===== src/rtl/uart_rx.sv =====
`default_nettype none
// ============================================================================
// Module      : uart_rx
// Description : 8N1 UART receiver with 16x oversampling, start/stop bit
//               validation, a small receive FIFO and a register-bus front end
//               (divisor, RX data, control/status).
// Revision    : 1.0 - initial release
// ============================================================================
module uart_rx #(
  parameter logic [7:0] PERIOD = 8'h1A,
  parameter int         DEPTH  = 4
) (
  input  logic       clk,
  input  logic       rst_n,
  input  logic       i_wren,
  input  logic       i_rden,
  input  logic [2:0] i_addr,
  input  logic [7:0] i_din,
  output logic [7:0] o_dout,
  input  logic       i_rxin,
  output logic       o_rxready
);

  localparam int                 c_PTR_W    = $clog2(DEPTH);
  localparam logic [c_PTR_W:0]   c_FULL_CNT = (c_PTR_W + 1)'(DEPTH);

  localparam logic [2:0] c_ADDR_DIV  = 3'b000;
  localparam logic [2:0] c_ADDR_DATA = 3'b001;
  localparam logic [2:0] c_ADDR_CTRL = 3'b011;

  localparam logic [1:0] c_IDLE  = 2'd0;
  localparam logic [1:0] c_START = 2'd1;
  localparam logic [1:0] c_DATA  = 2'd2;
  localparam logic [1:0] c_STOP  = 2'd3;

  logic               r_rx_s1, r_rx_s2;
  logic [7:0]         r_div;
  logic [7:0]         r_tcnt;
  logic [3:0]         r_scnt;
  logic [2:0]         r_bitcnt;
  logic [1:0]         r_state;
  logic [7:0]         r_shift;
  logic [7:0]         r_mem [DEPTH];
  logic [c_PTR_W-1:0] r_wptr, r_rptr;
  logic [c_PTR_W:0]   r_count;
  logic               r_rxready;
  logic               r_overrun, r_framerr;

  logic               w_rx, w_tick, w_mid, w_end, w_start;
  logic               w_div_wr, w_err_clr;
  logic               w_stop_smp, w_push_req, w_push, w_pop, w_full, w_ovr, w_ferr;
  logic [c_PTR_W:0]   w_count_nxt;
  logic [7:0]         w_status;

  assign w_rx       = r_rx_s2;
  assign w_tick     = (r_tcnt == r_div);
  assign w_mid      = w_tick && (r_scnt == 4'd7);
  assign w_end      = w_tick && (r_scnt == 4'd15);
  assign w_start    = (r_state == c_IDLE) && !w_rx;
  assign w_div_wr   = i_wren && (i_addr == c_ADDR_DIV);
  assign w_err_clr  = i_wren && (i_addr == c_ADDR_CTRL);
  assign w_full     = (r_count == c_FULL_CNT);
  assign w_pop      = i_rden && (i_addr == c_ADDR_DATA) && (r_count != '0);
  assign w_stop_smp = (r_state == c_STOP) && w_end;
  assign w_push_req = w_stop_smp && w_rx;
  assign w_ferr     = w_stop_smp && !w_rx;
  // A pop in the same cycle frees a slot, so a full FIFO can still accept.
  assign w_push     = w_push_req && (!w_full || w_pop);
  assign w_ovr      = w_push_req && w_full && !w_pop;
  assign w_status   = {3'b000, (r_state != c_IDLE), r_framerr, r_overrun,
                       w_full, (r_count != '0)};
  assign o_rxready  = r_rxready;

  // Two-flop synchronizer; idles high so reset never looks like a start bit.
  always_ff @(posedge clk or negedge rst_n) begin
    if (!rst_n) begin
      r_rx_s1 <= 1'b1;
      r_rx_s2 <= 1'b1;
    end else begin
      r_rx_s1 <= i_rxin;
      r_rx_s2 <= r_rx_s1;
    end
  end

  // Divisor register.
  always_ff @(posedge clk or negedge rst_n) begin
    if (!rst_n)        r_div <= PERIOD;
    else if (w_div_wr) r_div <= i_din;
  end

  // Oversample tick counter; restarted on divisor writes and on a start edge.
  always_ff @(posedge clk or negedge rst_n) begin
    if (!rst_n)                      r_tcnt <= '0;
    else if (w_div_wr || w_start)    r_tcnt <= '0;
    else if (w_tick)                 r_tcnt <= '0;
    else                             r_tcnt <= r_tcnt + 8'd1;
  end

  // Receive FSM with sample counter, bit counter and shift register.
  always_ff @(posedge clk or negedge rst_n) begin
    if (!rst_n) begin
      r_state  <= c_IDLE;
      r_scnt   <= '0;
      r_bitcnt <= '0;
      r_shift  <= '0;
    end else begin
      if (w_tick) r_scnt <= r_scnt + 4'd1;
      case (r_state)
        c_IDLE: begin
          if (!w_rx) begin
            r_state <= c_START;
            r_scnt  <= '0;
          end
        end
        c_START: begin
          if (w_mid) begin
            if (w_rx) begin
              r_state <= c_IDLE;
            end else begin
              // Re-align the sample counter so DATA samples at bit centres.
              r_state  <= c_DATA;
              r_scnt   <= '0;
              r_bitcnt <= '0;
            end
          end
        end
        c_DATA: begin
          if (w_end) begin
            r_shift[r_bitcnt] <= w_rx;
            if (r_bitcnt == 3'd7) r_state  <= c_STOP;
            else                  r_bitcnt <= r_bitcnt + 3'd1;
          end
        end
        default: begin
          if (w_end) r_state <= c_IDLE;
        end
      endcase
    end
  end

  // FIFO storage; contents need no reset because emptiness gates every read.
  always_ff @(posedge clk) begin
    if (w_push) r_mem[r_wptr] <= r_shift;
  end

  // Occupancy for the next cycle, used for the count and registered rxready.
  always_comb begin
    w_count_nxt = r_count;
    case ({w_push, w_pop})
      2'b10:   w_count_nxt = r_count + 1'b1;
      2'b01:   w_count_nxt = r_count - 1'b1;
      default: w_count_nxt = r_count;
    endcase
  end

  // FIFO pointers, count and rxready flag.
  always_ff @(posedge clk or negedge rst_n) begin
    if (!rst_n) begin
      r_wptr    <= '0;
      r_rptr    <= '0;
      r_count   <= '0;
      r_rxready <= 1'b0;
    end else begin
      if (w_push) r_wptr <= r_wptr + 1'b1;
      if (w_pop)  r_rptr <= r_rptr + 1'b1;
      r_count   <= w_count_nxt;
      r_rxready <= (w_count_nxt != '0);
    end
  end

  // Sticky error flags; a new error wins over a simultaneous clear.
  always_ff @(posedge clk or negedge rst_n) begin
    if (!rst_n) begin
      r_overrun <= 1'b0;
      r_framerr <= 1'b0;
    end else begin
      if (w_ovr)           r_overrun <= 1'b1;
      else if (w_err_clr)  r_overrun <= 1'b0;
      if (w_ferr)          r_framerr <= 1'b1;
      else if (w_err_clr)  r_framerr <= 1'b0;
    end
  end

  // Combinational read mux; zero whenever no valid read is in progress.
  always_comb begin
    o_dout = 8'h00;
    if (i_rden) begin
      case (i_addr)
        c_ADDR_DIV:  o_dout = r_div;
        c_ADDR_DATA: o_dout = (r_count != '0) ? r_mem[r_rptr] : 8'h00;
        c_ADDR_CTRL: o_dout = w_status;
        default:     o_dout = 8'h00;
      endcase
    end
  end

endmodule
`default_nettype wire


===== config.mk =====
export PLATFORM = sky130hd
export DESIGN_NAME = uart_rx
export DESIGN_NICKNAME = d
export VERILOG_FILES = /design/src/rtl/uart_rx.sv
export SDC_FILE = /design/constraint.sdc
export NUM_CORES = 1
export LEC_CHECK = 0
export ABC_CLOCK_PERIOD_IN_PS = 2400
export CAP_MARGIN = 5
export CELL_PAD_IN_SITES_DETAIL_PLACEMENT = 0
export CELL_PAD_IN_SITES_GLOBAL_PLACEMENT = 1
export CORE_AREA = 4 4 104 106
export CTS_CLUSTER_SIZE = 10
export DETAILED_ROUTE_END_ITERATION = 8
export DIE_AREA = 0 0 108 110
export PLACE_DENSITY_LB_ADDON = 0.1
export SLEW_MARGIN = 15
export SYNTH_ARGS = -nofsm -noshare
export SYNTH_HDL_FRONTEND = slang
export SYNTH_SLANG_ARGS = --single-unit

===== constraint.sdc =====
create_clock -name clk -period 2.4 [get_ports clk]
set_clock_uncertainty 0.15 [all_clocks]
set_input_delay 0.6 -clock clk [delete_from_list [all_inputs] [get_ports clk]]
set_output_delay 0.6 -clock clk [all_outputs]
set_load 0.005 [all_outputs]

==> results.json <==
{
  "run_status": "finished, violations left",
  "violations": "setup timing",
  "worst_slew_margin_rel": 0.616,
  "io_pins": 25,
  "grt.busiest_layer": "met2",
  "cts_sinks": 77,
  "antenna_found_initial": 0,
  "synthDominantCellAreaShare": 0.263,
  "synth-async-reset-ratio": 0.584,
  "synth_cells": 295,
  "cpLargestDelayFamily": "multiplexers",
  "drt-total-wl_um": 8420,
  "gp_congestion": 0.795,
  "synth-edff-count": 32,
  "clk_pin_slew_ps": 80,
  "cap_violations": 0,
  "wire_per_inst_um": 16.1,
  "die_area_um2": 11900,
  "grt_pass1_vias": 2603,
  "globalRouteMet1Util": 0.221,
  "hp-class": "in2async",
  "end_kind": "primary output",
  "grtUsageMet3": 0.0291,
  "cts_buffers": 9,
  "dp_slack_ps": -824,
  "final_nets": 409,
  "slowest_stage": "mux4_2",
  "yosysTopAreaCell": "dfrtp_1",
  "dr.pass1.iters": 4,
  "start_util": 0.390,
  "r2r_cells": 9,
  "viasPerCell": 4.86,
  "cp.arrival_ps": 1760,
  "power.leakage_uw": 0.00210,
  "ir_drop_mv": 0.271,
  "yosysWarnings": 0,
  "ys_ff_latch": 77,
  "syn_avg_cell_area_um2": 12.9,
  "finalHoldViolations": 0,
  "postRouteAntennaNets": 0,
  "required_ps": 1650,
  "vias": 2539,
  "numPortBuffers": 24,
  "synthTopCellsByCount": "dfrtp_1 (40), edfxtp_1 (32), nor2_1 (19), mux2_2 (15), nand2_1 (14)",
  "synth.most_common_cell": "dfrtp_1",
  "worst_pin_slew_ps": 576,
  "use_met2": 0.237,
  "cp-start-kind": "flop",
  "worstSkewPairLatency_ps": 360,
  "worstPathMaxFanout": 3,
  "crit_chain": "buf_6, mux4_2, a22oi_2, nor2_1, buf_2",
  "htree_levels": 3,
  "hold_buffers": 0,
  "synthTopCellsByArea": "dfrtp_1 (26%), edfxtp_1 (25%), mux4_2 (4.7%)",
  "drc": 0,
  "core-area_um2": 9770,
  "critical_path_class": "reg2out",
  "antenna_cells": 0,
  "grtUsageTotal": 0.157,
  "period_share": 1.05,
  "die_w_um": 108,
  "syn_nets": 320,
  "row_count": 36,
  "dp_hpwl_um": 6320,
  "fin_crit_ps": 2510,
  "slew_violations": 0,
  "cp_num_cells": 5,
  "netlist_area_um2": 3810,
  "cp_num_buf_inv": 2,
  "clk_path_buf_depth": 2,
  "fillers": 927,
  "p_per_area_nw_per_um2": 798,
  "die_height_um": 110,
  "gr-total-overflow": 0,
  "drtIter0Drc": 97,
  "max_stage_delay_ps": 520,
  "fmax_mhz": 399,
  "setup_viol": 10,
  "grt_pass1_wl_um": 14000,
  "cts_tree": "built",
  "root_buffer": "clkbuf_8",
  "ys_seq_area_frac": 0.550,
  "rsz0062_at_grt": "yes",
  "fin_ws_ps": -109,
  "grt_max_degree": 25,
  "area_growth_syn_to_layout_pct": 30.2,
  "drive_gt1_frac": 0.416,
  "ys.flop_type": "dfrtp_1",
  "post-route-util": 0.507,
  "synth_cell_type_count": 61
}
-- final cells by class --
cell class / instances / area (um^2) / share of cell area
Timing Repair Buffer: 91 / 763 / 0.154
Sequential cell: 77 / 2090 / 0.422
Clock buffer: 10 / 128 / 0.0257
Multi-Input combinational cell: 199 / 1750 / 0.352
Inverter: 6 / 22.5 / 0.00454
Clock inverter: 6 / 38.8 / 0.00782
Tap cell: 133 / 166 / 0.0336
-- worst reg2reg max path, cell delays in order, from the launching register on --
cell      delay [ps]
dfstp_2          540
xnor2_1          120
nand4_1          210
and4b_1          370
nor3_2            60
fa_2             370
nand2b_4         160
a21o_1           150
mux2i_1          130
a32oi_1          130
-- report_power, final --
group	switching (uW)	internal, uW	leakage [uW]
combinational	637	774	0.00110
sequential	151	1530	0.000909
clock	489	374	0.0000857
total	1280	2680	0.00210
-- stage by stage --
stage	hold slack (ps)	TNS [ps]	cell area, um^2	total power, uW	cells
5_1_grt	103	-1660	4960	4200	522
3_3_place_gp	197	-19770	4640	2970	496
4_1_cts	86.2	-1370	4910	3960	520
6_report	80.3	-757	4960	3960	522
3_5_place_dp	197	-19530	4640	2990	496
2_1_floorplan	154	-383	3840	2420	295
-- final timing paths --
| check | start | endpoint | slack, ps |
|---|---|---|---|
| max | r_rptr[0] | o_dout[7] | -110 |
| min | rst_n | r_rptr[0] | 80 |
| max reg2reg | r_div[4] | o_rxready | -100 |
| min reg2reg | r_rx_s1 | r_rx_s2 | 210 |
| max in group asynchronous | rst_n | r_rx_s2 | 1400 |
| min in group clk | r_rx_s1 | r_rx_s2 | 210 |
-- logic make-up (layout without fill, tap and decap cells) --
| kind of cell | Yosys count | in the layout | synth area share |
|---|---|---|---|
| muxes | 28 | 28 | 0.107 |
| xor gates and xnor gates | 22 | 22 | 0.0506 |
| and+or+nand+nor | 108 | 108 | 0.176 |
| buffers and inverters | 19 | 113 | 0.0246 |
| AOI/OAI and AO/OA | 32 | 32 | 0.0608 |
| DFF | 77 | 77 | 0.550 |
| adders and majority gates | 9 | 9 | 0.0315 |
-- routing by layer --
layer / vias to the layer above / wire [um]
met5: - / 0
met4: 0 / 126
met3: 8 / 235
met2: 33 / 3820
met1: 1232 / 4240
li1: 1266 / -
-- cell usage in the layout, fill, tap and decap left out, types with 6 or more instances in the layout --
cell,n
mux4_2,8
buf_4,57
ha_1,8
nor2_2,9
clkdlybuf4s50_1,11
nand2_1,14
nor2_1,18
clkbuf_8,9
dfrtp_1,39
edfxtp_1,32
mux2_2,15
buf_2,10
nand3_1,7
xnor2_1,11
buf_6,6
xor2_1,10
inv_1,6
-- repair_timing --
action | in CTS | in global routing
resized for setup | 61 | 11
endpoints found under the setup margin | 11 | 16
pin swaps | 22 | 8
buffers inserted | 8 | 3
-- registers in the layout, indices dropped and copies added, names as in the netlist --
| register | flops |
|---|---|
| r_framerr | 1 |
| o_rxready | 1 |
| r_scnt | 4 |
| r_div | 8 |
| r_wptr | 2 |
| r_tcnt | 8 |
| r_state | 2 |
| r_rx_s2 | 1 |
| r_rx_s1 | 1 |
| r_shift | 8 |
| r_mem | 32 |
| r_overrun | 1 |
| r_count | 3 |
| r_bitcnt | 3 |
| r_rptr | 2 |
(Power assumes the default switching activity.)
